--- src/rtl/scr_lock_ctrl.sv ---
// Scrambler lock controller: acquires 33 received bits to seed the slave
// x^33+x^20+1 LFSR, verifies CHK_LEN consecutive predictions, then monitors
// the bit-error density per WIN-bit window and drops lock at ERR_MAX errors.
module scr_lock_ctrl #(
  parameter int CHK_LEN = 64,
  parameter int WIN     = 256,
  parameter int ERR_MAX = 8
) (
  input  logic        clk,
  input  logic        rst_n,
  input  logic        en,
  input  logic        rx_valid,
  input  logic        rx_bit,
  input  logic [32:0] scr_rand,
  output logic        scr_load,
  output logic        scr_valid,
  output logic [32:0] scr_seed,
  output logic        locked,
  output logic        lock_lost,
  output logic        bit_err
);

  localparam logic [2:0] IDLE  = 3'd0;
  localparam logic [2:0] ACQ   = 3'd1;
  localparam logic [2:0] SEED  = 3'd2;
  localparam logic [2:0] CHECK = 3'd3;
  localparam logic [2:0] LOCK  = 3'd4;

  localparam int MW = $clog2(CHK_LEN + 1);
  localparam int WW = $clog2(WIN);
  localparam int EW = $clog2(ERR_MAX + 1);

  localparam logic [MW-1:0] MATCH_LAST = MW'(CHK_LEN - 1);
  localparam logic [WW-1:0] WIN_LAST   = WW'(WIN - 1);
  localparam logic [EW-1:0] ERR_LIM    = EW'(ERR_MAX);

  logic [2:0]    state, state_nx;
  logic [32:0]   cap, cap_nx;
  logic [5:0]    cap_cnt, cap_cnt_nx;
  logic [MW-1:0] match_cnt, match_cnt_nx;
  logic [WW-1:0] win_cnt, win_cnt_nx;
  logic [EW-1:0] err_cnt, err_cnt_nx;
  logic [EW-1:0] err_inc;
  logic          bit_err_nx, lock_lost_nx;
  logic          pred, mism;

  assign pred    = scr_rand[32] ^ scr_rand[19];
  assign mism    = rx_valid && (rx_bit != pred);
  assign err_inc = (err_cnt == ERR_LIM) ? err_cnt : err_cnt + EW'(1);

  // Scrambler control: hold LFSR cleared while acquiring, load the captured
  // seed for one cycle, then step it only on valid bits (reload own state otherwise).
  always_comb begin
    scr_load  = 1'b1;
    scr_valid = 1'b0;
    scr_seed  = '0;
    case (state)
      SEED: begin
        scr_load = 1'b0;
        scr_seed = rx_valid ? {cap[31:0], rx_bit} : cap;
      end
      CHECK, LOCK: begin
        scr_load  = 1'b0;
        scr_valid = rx_valid;
        scr_seed  = scr_rand;
      end
      default: ;
    endcase
  end

  // Next-state and counter update; en low overrides every other transition.
  always_comb begin
    state_nx     = state;
    cap_nx       = cap;
    cap_cnt_nx   = cap_cnt;
    match_cnt_nx = match_cnt;
    win_cnt_nx   = win_cnt;
    err_cnt_nx   = err_cnt;
    bit_err_nx   = 1'b0;
    lock_lost_nx = 1'b0;
    if (!en) begin
      state_nx     = IDLE;
      cap_cnt_nx   = '0;
      match_cnt_nx = '0;
      win_cnt_nx   = '0;
      err_cnt_nx   = '0;
    end else begin
      case (state)
        IDLE: begin
          state_nx   = ACQ;
          cap_cnt_nx = '0;
        end
        ACQ: begin
          if (rx_valid) begin
            cap_nx = {cap[31:0], rx_bit};
            if (cap_cnt == 6'd32) begin
              state_nx   = SEED;
              cap_cnt_nx = '0;
            end else begin
              cap_cnt_nx = cap_cnt + 6'd1;
            end
          end
        end
        SEED: begin
          state_nx     = CHECK;
          match_cnt_nx = '0;
        end
        CHECK: begin
          if (rx_valid) begin
            if (mism) begin
              bit_err_nx   = 1'b1;
              state_nx     = ACQ;
              cap_cnt_nx   = '0;
              match_cnt_nx = '0;
            end else if (match_cnt == MATCH_LAST) begin
              state_nx     = LOCK;
              match_cnt_nx = '0;
              win_cnt_nx   = '0;
              err_cnt_nx   = '0;
            end else begin
              match_cnt_nx = match_cnt + MW'(1);
            end
          end
        end
        LOCK: begin
          if (rx_valid) begin
            bit_err_nx = mism;
            // Threshold is tested before the window wrap so an error on the
            // last bit of a window still counts against that window.
            if (mism && (err_inc == ERR_LIM)) begin
              state_nx     = ACQ;
              lock_lost_nx = 1'b1;
              cap_cnt_nx   = '0;
              match_cnt_nx = '0;
              win_cnt_nx   = '0;
              err_cnt_nx   = '0;
            end else if (win_cnt == WIN_LAST) begin
              win_cnt_nx = '0;
              err_cnt_nx = '0;
            end else begin
              win_cnt_nx = win_cnt + WW'(1);
              err_cnt_nx = mism ? err_inc : err_cnt;
            end
          end
        end
        default: state_nx = IDLE;
      endcase
    end
  end

  // State, capture, counters and registered status outputs.
  always_ff @(posedge clk or negedge rst_n) begin
    if (!rst_n) begin
      state     <= IDLE;
      cap       <= '0;
      cap_cnt   <= '0;
      match_cnt <= '0;
      win_cnt   <= '0;
      err_cnt   <= '0;
      locked    <= 1'b0;
      lock_lost <= 1'b0;
      bit_err   <= 1'b0;
    end else begin
      state     <= state_nx;
      cap       <= cap_nx;
      cap_cnt   <= cap_cnt_nx;
      match_cnt <= match_cnt_nx;
      win_cnt   <= win_cnt_nx;
      err_cnt   <= err_cnt_nx;
      locked    <= (state_nx == LOCK);
      lock_lost <= lock_lost_nx;
      bit_err   <= bit_err_nx;
    end
  end

endmodule

--- config.mk ---
export PLATFORM = sky130hd
export DESIGN_NAME = scr_lock_ctrl
export DESIGN_NICKNAME = d
export VERILOG_FILES = /design/src/rtl/scr_lock_ctrl.sv
export SDC_FILE = /design/constraint.sdc
export NUM_CORES = 1
export LEC_CHECK = 0
export CAP_MARGIN = 40
export CORE_MARGIN = 2
export CORE_UTILIZATION = 25
export CTS_BUF_LIST = sky130_fd_sc_hd__clkbuf_4
export CTS_CLUSTER_DIAMETER = 200
export DETAILED_ROUTE_END_ITERATION = 12
export GPL_TIMING_DRIVEN = 1
export SYNTH_ARGS = -nofsm -noshare
export SYNTH_HDL_FRONTEND = slang
export SYNTH_SLANG_ARGS = --single-unit
export TNS_END_PERCENT = 100
--- constraint.sdc ---
create_clock -name clk -period 2.3 [get_ports clk]
set_input_delay 0.46 -clock clk [delete_from_list [all_inputs] [get_ports clk]]
set_output_delay 0.46 -clock clk [all_outputs]
set_load 0.1 [all_outputs]
==> results.json <==
{
  "outcome": "finished with violations",
  "violations": "setup timing",
  "syn_inst": 402,
  "power.density_nw_per_um2": 481.0,
  "critical_path.max_stage_delay_ns": 0.52,
  "fin_nets": 568,
  "synth_top_family_by_area": "multiplexers",
  "tightest_slew_ns": 0.5384,
  "hold_viol": 0,
  "critical_path.endpoint_type": "output port",
  "layout_common_cells": "dfrtp_1 (64), buf_4 (46), buf_12 (41)",
  "wl_met1_mm": 4.944,
  "fp.coreArea_sq_um": 15200,
  "topRoutingLayerUsed": "met4",
  "h-tree-depth": 3,
  "wl_met3_um": 330,
  "yosys_warnings": 0,
  "critPathArrivalTime_ns": 1.94,
  "layout-drive-gt1-share_pct": 43.67,
  "viasPerCell": 4.861,
  "drc": 0,
  "routedWlPerCell_um": 15.02,
  "relSlewSlack_pct": 64.03,
  "worst_hold_path_type": "in2reg",
  "seq_area_frac_synth_pct": 41.17,
  "setup_viol": 34,
  "path_cells": "or3b_4 > buf_4 > o21ai_4 > buf_12",
  "grt_pass1_wl_mm": 17.77,
  "setup_ws_ns": -0.1019,
  "synth_cell_type_count": 60,
  "path_max_fanout": 9,
  "ant_nets": 0,
  "clk-insertion-delay-late_ns": 0.43,
  "via_count": 3485,
  "path_clk_slew_ns": 0.11,
  "grt_max_degree": 37,
  "num_io_pins": 76,
  "cts_buffer_depth": 2,
  "max_freq_mhz": 416.3,
  "firstDrtPassIters": 4,
  "syn_nets": 446,
  "synth-seq-cells": 64,
  "muxShareOfSynthArea_pct": 19.11,
  "finalMaxSlewViolations": 0,
  "ir_drop_mv": 0.1999,
  "final_common_cell": "dfrtp_1",
  "grt_pass1_vias": 3523,
  "synth_area_sq_um": 3890,
  "port-buffer-count": 75,
  "synthFlopType": "dfrtp_1",
  "cts_root_buf": "clkbuf_4",
  "required_ns": 1.84,
  "overflow": 0,
  "synth-edff-count": 0,
  "drt_iter0_drc": 205,
  "die_h_um": 128.7,
  "critPathSlowestCell": "or3b_4",
  "rows": 45,
  "area_growth_pct": 65.17,
  "startpoint_type": "register",
  "fin_hold_ws_ns": 0.3909,
  "final_cells": 717,
  "cts.sink_count": 64,
  "n_antenna_cell": 0,
  "rsz0062_at_grt": "true",
  "finalCritPeriodShare_pct": 104.4,
  "fin_crit_ns": 2.402,
  "cts_tree": "yes",
  "skew_ns": 0.02043,
  "synth-simple-area-share_pct": 16.28,
  "die_w_um": 128.7,
  "synth-async-reset-ratio_pct": 100.0,
  "path_class": "reg2out",
  "drv_cap": 0,
  "synth-adder-area-share_pct": 1.930,
  "grt_antenna_before_repair": 0,
  "die_area_sq_um": 16570,
  "leakage_nw": 2.683,
  "dp_slack_ns": -0.3269,
  "start_util_pct": 25.59,
  "cts_buffers": 9,
  "dr_wl_met2_mm": 5.366,
  "grt_usage_pct": 13.34,
  "detailed_place_hpwl_mm": 7.787,
  "routabilityCongestion": 0.8369,
  "syn_avg_cell_area_sq_um": 9.677,
  "place_inst": 686,
  "yosys.area_share.xor_xnor_pct": 0.8363,
  "drt-total-wl_mm": 10.77,
  "synth_compound_area_share_pct": 16.82
}
## metal layers
metal | track usage (%) | up-vias
met1 | 17.37 | 1702
met3 | 2.162 | 12
li1 | - | 1714
met2 | 22.63 | 57
met4 | 4.348 | 0
met5 | 0 | -
## cells in the mapped netlist, drive strengths merged (3+ instances only)
| cell type | count | share of area, % |
|---|---|---|
| nand2 | 53 | 5.1 |
| nand3 | 17 | 2.2 |
| clkbuf | 12 | 1.2 |
| or3 | 5 | 0.80 |
| a21oi | 12 | 1.6 |
| nand2b | 3 | 0.68 |
| nor3b | 3 | 0.58 |
| o31ai | 3 | 0.58 |
| mux2i | 36 | 9.3 |
| and3 | 5 | 0.93 |
| dfrtp | 64 | 41 |
| mux2 | 34 | 9.8 |
| nor2b | 3 | 0.48 |
| a211o | 3 | 0.68 |
| ha | 6 | 1.9 |
| o21ai | 52 | 7.0 |
| nand3b | 4 | 0.77 |
| inv | 16 | 1.5 |
| a22oi | 3 | 0.58 |
| nor2 | 13 | 1.3 |
| o211ai | 6 | 1.5 |
| buf | 9 | 1.2 |
| o41ai | 3 | 0.68 |
## final timing paths
path / cells past startpoint / endpoint / slack [ns] / startpoint
setup / recovery: 4 / scr_seed[19] / -0.10 / state[1]$_DFF_PN0_
hold / removal: 3 / win_cnt[2]$_DFFE_PN0P_ / 0.39 / rx_valid
setup reg to reg: 9 / cap_cnt[5]$_DFFE_PN0P_ / 0.10 / state[1]$_DFF_PN0_
hold reg to reg: 1 / win_cnt[0]$_DFFE_PN0P_ / 0.53 / win_cnt[0]$_DFFE_PN0P_
max in group asynchronous: 3 / cap[19]$_DFFE_PN0P_ / 1.20 / rst_n
min in group asynchronous: 2 / cap[0]$_DFFE_PN0P_ / 0.53 / rst_n
## cell type report
type / instances / area [sq um]
fill: 1419 / 8777
multi-input combinational: 301 / 2673
timing repair buffer: 132 / 1663
sequential: 64 / 1602
tap: 188 / 235.2
clock inverter: 7 / 125.1
clock buffer: 9 / 67.56
inverter: 16 / 60.06
## registers in the layout, indices dropped and copies added, names as in the netlist
register	count
bit_err	1
locked	1
lock_lost	1
state	3
cap	33
match_cnt	7
win_cnt	8
err_cnt	4
cap_cnt	6
## per-stage QoR
stage,TNS (ns),area (sq um),util [%],total power [W]
detailed placement,-7.451,5843,38.44,0.002039
CTS,-2.726,6255,41.14,0.003108
global placement,-6.635,5843,38.44,0.002026
floorplan,-1.885,4243,-,0.001729
global route,-4.850,6425,42.26,0.003234
finish,-2.423,6425,42.26,0.003090
## where the power goes
part / internal [W] / switching [W] / leakage, nW
combinational: 0.000357 / 0.000455 / 1.70
sequential: 0.00119 / 0.0000630 / 0.880
clock: 0.000563 / 0.000463 / 0.102
total: 0.00211 / 0.000981 / 2.68
## worst max-delay path: cells and delay by family, from the launching register on
family / cells / cell delay [ns]
AOI/OAI and AO/OA: 1 / 0.17
buffers and inverters: 2 / 0.41
DFF: 1 / 0.43
and+or+nand+nor: 1 / 0.52
## what timing repair did
action / in CTS / in global routing
gates resized for setup: 30 / 29
buffers inserted: 9 / 2
hold buffers: 1 / 0
cloned: 1 / 2
hold endpoints to repair: 2 / 0
pin swaps: 4 / 7
endpoints found under the setup margin: 36 / 50
## cell families after synthesis
kind of cell / count (synthesis)
buffers and inverters: 37
and+or+nand+nor: 124
adders and majority gates: 6
xor gates and xnor gates: 2
muxes: 70
DFF: 64
AOI/OAI and AO/OA: 99
Power figures use the tool's default switching activity.
